### src/rtl/qbert_pkg.sv
// Shared Q*bert types and board constants.
// Used by the colour tracker and the monster logic.
package qbert_pkg;

  localparam int N_CUBE     = 28;
  localparam int CNT_W      = 5;
  localparam int SAMPLE_DLY = 2;
  localparam int IDX_W      = $clog2(N_CUBE);
  localparam int DLY_W      = 2;

  typedef enum logic [1:0] {
    CM_SET,
    CM_TOGGLE,
    CM_TWO_HIT
  } color_mode_t;

  typedef enum logic [1:0] {
    CT_IDLE,
    CT_WAIT,
    CT_UPDATE,
    CT_WIN
  } ct_state_t;

endpackage

### src/rtl/cube_color_tracker_onehot_decode.sv
// One-hot box vector to cube index, with empty and multi-hit flags.
// Purely combinational so it can be shared with the monster logic.
module onehot_decode
  import qbert_pkg::*;
(
  input  logic [N_CUBE-1:0] i_vec,
  output logic [IDX_W-1:0]  o_idx,
  output logic              o_zero,
  output logic              o_multi
);

  logic w_seen;

  always_comb begin
    o_idx   = '0;
    o_multi = 1'b0;
    w_seen  = 1'b0;
    for (int i = 0; i < N_CUBE; i++) begin
      if (i_vec[i]) begin
        o_idx   = o_idx | IDX_W'(i);
        o_multi = o_multi | w_seen;
        w_seen  = 1'b1;
      end
    end
    o_zero = ~w_seen;
  end

endmodule

### src/rtl/cube_color_tracker.sv
// Per-cube colour state of the pyramid, updated on each Q*bert landing.
// Drives the renderer colour vector and reports progress / level win.
module cube_color_tracker
  import qbert_pkg::*;
(
  input  logic              CLK_33,
  input  logic              reset,
  input  logic              e_start_qb,
  input  logic              e_pause_qb,
  input  logic [1:0]        e_color_mode,
  input  logic              done_move,
  input  logic [N_CUBE-1:0] position_qb,
  output logic [N_CUBE-1:0] color_state,
  output logic [CNT_W-1:0]  n_colored,
  output logic              win_level,
  output logic              win_pulse,
  output logic              off_map,
  output logic              pos_err,
  output logic [1:0]        fsm_state
);

  ct_state_t         r_state;
  logic [DLY_W-1:0]  r_dly;
  logic [N_CUBE-1:0] r_pos_s;
  logic [N_CUBE-1:0] r_color;
  logic [N_CUBE-1:0] r_hit;
  logic [CNT_W-1:0]  r_n;
  logic              r_done_q;
  logic              r_win;
  logic              r_win_pulse;
  logic              r_off_map;
  logic              r_pos_err;

  logic              w_rise;
  logic [IDX_W-1:0]  w_idx;
  logic              w_zero;
  logic              w_multi;
  logic              w_old;
  logic              w_new;
  logic [N_CUBE-1:0] w_color_nxt;
  logic [N_CUBE-1:0] w_hit_nxt;
  logic [CNT_W-1:0]  w_n_nxt;

  assign w_rise = done_move & ~r_done_q;

  onehot_decode u_dec (
    .i_vec   (r_pos_s),
    .o_idx   (w_idx),
    .o_zero  (w_zero),
    .o_multi (w_multi)
  );

  // Next colour/half-hit state for the landed cube under the current rule.
  always_comb begin
    w_color_nxt = r_color;
    w_hit_nxt   = r_hit;
    w_old       = r_color[w_idx];
    w_new       = w_old;
    case (color_mode_t'(e_color_mode))
      CM_TOGGLE: w_new = ~w_old;
      CM_TWO_HIT: begin
        if (!r_hit[w_idx] && !w_old) begin
          w_hit_nxt[w_idx] = 1'b1;
        end else if (r_hit[w_idx]) begin
          w_hit_nxt[w_idx] = 1'b0;
          w_new            = 1'b1;
        end
      end
      default: w_new = 1'b1;
    endcase
    w_color_nxt[w_idx] = w_new;
    if (w_new && !w_old)      w_n_nxt = r_n + 1'b1;
    else if (!w_new && w_old) w_n_nxt = r_n - 1'b1;
    else                      w_n_nxt = r_n;
  end

  always_ff @(posedge CLK_33) begin
    r_done_q    <= reset ? 1'b0 : done_move;
    r_win_pulse <= 1'b0;
    r_off_map   <= 1'b0;
    r_pos_err   <= 1'b0;
    if (reset || e_start_qb) begin
      r_state <= CT_IDLE;
      r_dly   <= '0;
      r_pos_s <= '0;
      r_color <= '0;
      r_hit   <= '0;
      r_n     <= '0;
      r_win   <= 1'b0;
    end else begin
      unique case (r_state)
        CT_IDLE: begin
          if (w_rise && !e_pause_qb) begin
            r_dly   <= DLY_W'(SAMPLE_DLY - 1);
            r_state <= CT_WAIT;
          end
        end
        CT_WAIT: begin
          if (e_pause_qb) begin
            r_state <= CT_IDLE;
          end else if (r_dly == '0) begin
            r_pos_s <= position_qb;
            r_state <= CT_UPDATE;
          end else begin
            r_dly <= r_dly - 1'b1;
          end
        end
        CT_UPDATE: begin
          r_state <= CT_IDLE;
          if (w_zero) begin
            r_off_map <= 1'b1;
          end else if (w_multi) begin
            r_pos_err <= 1'b1;
          end else begin
            r_color <= w_color_nxt;
            r_hit   <= w_hit_nxt;
            r_n     <= w_n_nxt;
            if (w_n_nxt == CNT_W'(N_CUBE)) begin
              r_win       <= 1'b1;
              r_win_pulse <= 1'b1;
              r_state     <= CT_WIN;
            end
          end
        end
        CT_WIN: r_state <= CT_WIN;
      endcase
    end
  end

  assign color_state = r_color;
  assign n_colored   = r_n;
  assign win_level   = r_win;
  assign win_pulse   = r_win_pulse;
  assign off_map     = r_off_map;
  assign pos_err     = r_pos_err;
  assign fsm_state   = r_state;

endmodule

### config.mk
export PLATFORM = sky130hd
export DESIGN_NAME = cube_color_tracker
export DESIGN_NICKNAME = d
export VERILOG_FILES = /design/src/rtl/qbert_pkg.sv /design/src/rtl/cube_color_tracker_onehot_decode.sv /design/src/rtl/cube_color_tracker.sv
export SDC_FILE = /design/constraint.sdc
export NUM_CORES = 1
export LEC_CHECK = 0
export CAP_MARGIN = 10
export CELL_PAD_IN_SITES_DETAIL_PLACEMENT = 1
export CELL_PAD_IN_SITES_GLOBAL_PLACEMENT = 1
export CORE_ASPECT_RATIO = 1.1
export CORE_MARGIN = 5
export CORE_UTILIZATION = 40
export DETAILED_ROUTE_END_ITERATION = 16
export HOLD_SLACK_MARGIN = 0.12
export PLACE_DENSITY = 0.87
export SYNTH_ARGS = -nofsm -noshare
export SYNTH_HDL_FRONTEND = slang
export SYNTH_SLANG_ARGS = --single-unit
### constraint.sdc
create_clock -name CLK_33 -period 4.4 [get_ports CLK_33]
set_clock_uncertainty 0.1 [all_clocks]
set_input_delay 1.1 -clock CLK_33 [delete_from_list [all_inputs] [get_ports CLK_33]]
set_output_delay 1.1 -clock CLK_33 [all_outputs]
set_load 0.005 [all_outputs]
# == Yosys cells after proc, flatten, opt, wreduce, memory -nomap -nowiden ==
# Cells that the tools add are included.
# totals
regBits,98
output_inout_bits,39
in_bits,35
wordCells,301
# op_classes
n_bitwise,32
n_reduce_logical,26
add_sub_neg,3
muxes,215
eq_ne,12
magnitude_cmp,2
# ops
cell,n
28-bit 2-to-1 mux,33
5-bit 2-to-1 mux,24
1-bit 2-to-1 mux,106
2-bit 2-to-1 mux,33
4-bit 2-to-1 mux,8
28-bit bitwise AND,1
28-bit bitwise mux,1
28-bit inverter,1
28-bit OR,1
1-bit OR,26
3-bit 2-to-1 mux,4
2-bit nonzero test,6
1-bit binary-select mux with 5-bit select,2
"3-bit != test, second input constant",3
2-bit one-hot mux with 4 select lines,1
4-bit AND reduction,2
"2-bit equality test, second input constant",3
"5-bit by 6-bit less-than comparator with 1-bit output, second input constant",1
3-bit AND reduction,2
3-bit nonzero test,2
"5-bit by 1-bit adder with 5-bit output, second input constant",1
1-bit demux with 5-bit select,1
"5-bit equality test, second input constant",1
"5-bit by 1-bit >= comparator with 1-bit output, second input constant",1
16 further kinds,26

# == Logic depth before layout (Yosys ltp) ==
# depth
depth_word,67
mapped_depth,13
mapped_depth_nobuf,11

# == By module ==
# A second synthesis with hierarchy kept.
# hier_totals
hier_cells,620
hier_area_um2,5009.8
# by_module_without_submodules
module,seq_area_each_um2,instances,cells_per_inst,area_per_inst_um2
cube_color_tracker,1961.9,1,551,4543.1
onehot_decode,0.0,1,69,466.7

# == Worst setup path before layout ==
# No wires, ideal clock.
# synth_timing
path_kind,flip-flop to flip-flop
startpoint,reg r_pos_s[11]
endpoint,reg r_win (netlist: win_level)
setup_slack_ps,492
path_stages_with_launch,14
synth_period_minus_slack_ps,3908
setup_ps,68
path_buffers,2
arrival_time_ps,3740
required_time_ps,4232
path_cell_list,dfxtp_1 or4_1 or4_1 buf_2 buf_2 mux2i_1 mux2i_1 o211ai_2 or3_1 o311ai_1 o221ai_1 o22a_1 or4_4 a21oi_2
# synth_via
elab_chain_len,35
elab_cells_between_ends,92
classes_between,eq/ne: 2; mux: 64; bitwise: 17; reduce/logical: 9
# synth_rtl
item,line,text
start: declaration,cube_color_tracker.sv:24,logic [N_CUBE-1:0] r_pos_s;
start signal: assignment,cube_color_tracker.sv:102,r_pos_s <= position_qb;
branches (longest 34 deep; another with 5-bit 2-to-1 mux),n/a,
4-bit AND reduction (no line) *,n/a,
end signal: assignment,cube_color_tracker.sv:89,r_win <= 1'b0;
end signal: assignment,cube_color_tracker.sv:119,r_win <= 1'b1;
end: declaration,cube_color_tracker.sv:29,logic r_win;
# Mark *: on every way between the ends. The select of a mux whose other input is x is not followed.
# A chain may end at the register's enable or synchronous reset.

# == Final worst setup path ==
# layout_timing
startpoint,reg r_pos_s[21]
endpoint,reg r_win (netlist: win_level)
# layout_via
elab_chain_len,23
elab_cells_between_ends,52
classes_between,eq/ne: 2; mux: 34; bitwise: 7; reduce/logical: 9
# layout_rtl
item,line,text
5-bit 2-to-1 mux (7 in series),cube_color_tracker_onehot_decode.sv:19,if (i_vec[i]) begin
"1-bit binary-select mux with 5-bit select, on equally long branches","cube_color_tracker.sv:57, cube_color_tracker.sv:62, cube_color_tracker.sv:64",
"1-bit 2-to-1 mux, on equally long branches","cube_color_tracker.sv:57, cube_color_tracker.sv:62, cube_color_tracker.sv:64",
1-bit 2-to-1 mux,cube_color_tracker.sv:64,end else if (r_hit[w_idx]) begin
1-bit 2-to-1 mux,cube_color_tracker.sv:62,if (!r_hit[w_idx] && !w_old) begin
1-bit 2-to-1 mux,cube_color_tracker.sv:59,case (color_mode_t'(e_color_mode))
1-bit 2-to-1 mux,cube_color_tracker.sv:62,
1-bit 2-to-1 mux,cube_color_tracker.sv:59,
1-bit one-hot mux with 2 select lines,cube_color_tracker.sv:59,
1-bit logical NOT,cube_color_tracker.sv:73,else if (!w_new && w_old) w_n_nxt = r_n - 1'b1;
1-bit logical AND,cube_color_tracker.sv:73,
5-bit 2-to-1 mux,cube_color_tracker.sv:73,
5-bit 2-to-1 mux (2 in series),cube_color_tracker.sv:72,if (w_new && !w_old) w_n_nxt = r_n + 1'b1;
5-bit equality test,cube_color_tracker.sv:118,if (w_n_nxt == CNT_W'(N_CUBE)) begin
2-bit nonzero test (no line),n/a,
4-bit AND reduction (no line) *,n/a,
# Every way passes the cells marked *; elsewhere a longest branch is shown, timed or not. The select of a mux whose other input is x is not followed.

==> results.md <==
* Max Transition Viols Final at 0
* Via Count at 5,316
* Chip width at 116.8 µm
* Crit end category: flop
* Hold WS at 383.8 ps
* Slew @ Worst Pin at 938.2 ps
* Top cell type by total area after synthesis: dfxtp_1
* Startpoint types: flop
* Core area at 0.01243 mm²
* CTS tree: built
* Gp weighted congestion at 0.9257
* Synthesis Warnings at 0
* # nets final at 732
* Status: complete, no violations
* Dpl cell area at 0.006030 mm²
* Largest net degree at the start of global routing at 66
* Drt initial violations at 308
* Slew Limit Headroom at 37.45%
* TNS Setup at 0 ps
* Grt ovf at 0
* Synth Register Bits at 98
* Starting Density at 40.35%
* Seq/Total Area, Yosys at 39.12%
* Vias/cell at 6.225
* Cell with the most instances after synthesis: dfxtp_1
* Reg2Reg Setup Slack at 200 ps
* Total GRT Usage at 24.36%
* Top Ports at 74
* Min Tclk post-route at 4200 ps
* TritonCTS buffer count at 9
* Max IR drop VDD at 0.1605 mV
* Max-Cap Viols at 0
* # diodes at 0
* Worst Path Max Fanout at 22
* Die H at 127.4 µm
* Worst hold start: win_level
* Worst-path clk slew at 70 ps
* Clk sink count at 98
* Hold path depth at 2
* Max clock buf depth at 2
* Worst hold path class: flop to flop
* WL final at 17,600 µm
* Worst EP arrival at 4380 ps
* Routed WL per cell at 20.61 µm
* Ys async rst share at 0%
* Setup slack at placement at 218.0 ps
* Final hold vios at 0
* Final instance area at 0.006337 mm²
* Antenna violations before repair at 0
* Post-synth top area share at 39.12%
* Row count at 43
* R2R Path Start: r_pos_s[21]
* Area grow syn2layout at 26.37%
* Crit path required time at 4580 ps
* Syn Nets at 653
* Unrepaired setup endpoints after global routing: false
* Ys flop type: dfxtp_1
* H-tree Lvls at 3
* Skew-Pair Late Insertion Delay at 340 ps
* Post-synth top cells: dfxtp_1, a21oi_1, nand2_1
* Synth Instances at 613
* Detailed Routing Iterations Pass 1 at 5
* Full die area at 0.01488 mm²
* Worst setup path class: flop to flop
* Number of I/O port buffers at 73
* Number of synthesized flops with an enable pin at 0
* Post-DP HPWL at 12,890 µm
* Root buffer cell: clkbuf_16
* Netlist Area Pre-Place at 0.005015 mm²
* ANT nets after route at 0
* Synth area leaders: dfxtp_1, a21oi_1, a211oi_1, nand2_1, nor2_1
* FF-to-FF path depth at 12
* Final setup fails at 0
* Mean Syn Cell Area at 8.181 µm²
* Final WS setup at 199.7 ps
* DRC Markers at 0
* Tcrit/Tclk final at 95.46%
* Fmax at 238.1 MHz
* Worst Hold End: win_level
* Distinct cells, synth at 66
* Fraction of layout cells with a size suffix above 1 at 10.19%
* Worst R2R End: win_level
* Vias in the first global route at 5,582
* Power Density at 304.5 mW/mm²
* Lkg Pwr at 2.145 nW
* First-pass GRT wire length at 29,110 µm
worst max path at each step:
| stage | start | endpoint | slack (ps) | cells after the start |
|---|---|---|---|---|
| after CTS | r_pos_s[21] | win_level | 180 | 12 |
| after floorplan | r_pos_s[11] | win_level | 490 | 13 |
| after global routing | r_pos_s[19] | fsm_state[0] | 6 | 13 |
| after detailed placement | r_pos_s[21] | win_level | 220 | 12 |
| final | r_pos_s[21] | win_level | 200 | 12 |
| after global placement | r_pos_s[21] | win_level | 300 | 12 |
cell usage in the layout, fill, tap and decap left out, types with 11 or more instances in the layout:
cell type and instances:
a21oi_1 94, buf_4 32, dfxtp_1 98, nand3_1 11
nand2_1 83, inv_1 13, nor2_1 40, and3_1 13
clkdlybuf4s50_1 73, a211oi_1 61, mux2i_1 14
cells by family (layout without fill, tap and decap cells):
kind of cell | count (synthesis) | in the layout | synth area share, %
adder cells (fa/ha/maj) | 5 | 5 | 1.248
flip-flops | 98 | 98 | 39.12
multiplexers | 16 | 16 | 3.318
buffers and inverters | 50 | 134 | 4.017
AO/OA/AOI/OAI | 223 | 223 | 29.82
AND/OR/NAND/NOR | 218 | 218 | 21.96
XOR/XNOR | 3 | 3 | 0.5240
where the power goes:
group	total (mW)	leakage (nW)	internal, mW	switching (mW)
clock network	0.808	0.144	0.449	0.359
logic	0.225	1.21	0.0896	0.135
registers	0.896	0.790	0.891	0.00493
stage by stage:
| step | power, mW | utilization, % | std cells |
|---|---|---|---|
| after floorplan | 1.048 | - | 613 |
| after global placement | 1.127 | 48.52 | 838 |
| after detailed placement | 1.136 | 48.52 | 838 |
| after CTS | 1.939 | 50.94 | 854 |
| after global routing | 1.997 | 50.99 | 854 |
| final | 1.929 | 50.99 | 854 |
cell type report:
type | count | area [µm²]
fill | 1488 | 6091
clock buffer | 10 | 229.0
inverter | 13 | 48.80
timing repair buffer | 105 | 970.9
tap | 157 | 196.4
multi-input combinational | 465 | 2858
clock inverter | 6 | 72.57
sequential | 98 | 1962
layer usage:
layer | vias up | part of all wire [%] | global-route usage (%)
met5 | - | 0 | 0
met4 | 0 | 2.6 | 8.839
met3 | 35 | 3.9 | 3.316
met2 | 153 | 50 | 41.41
met1 | 2654 | 43 | 31.24
li1 | 2474 | - | -
critical path: stages, from the launching register on:
cell	delay [ps]
dfxtp_1	370
or4_1	610
or4_1	510
buf_4	240
mux2i_1	160
a221oi_2	310
a211oi_2	90
or3_1	390
o311ai_1	250
o221ai_1	150
o22a_1	240
or4_4	570
a21oi_2	140
timing repair:
action,CTS,global route
hold buffers,0,0
endpoints found under the setup margin,0,4
resized for setup,0,1
buffers inserted,0,0
(Power assumes the default switching activity.)
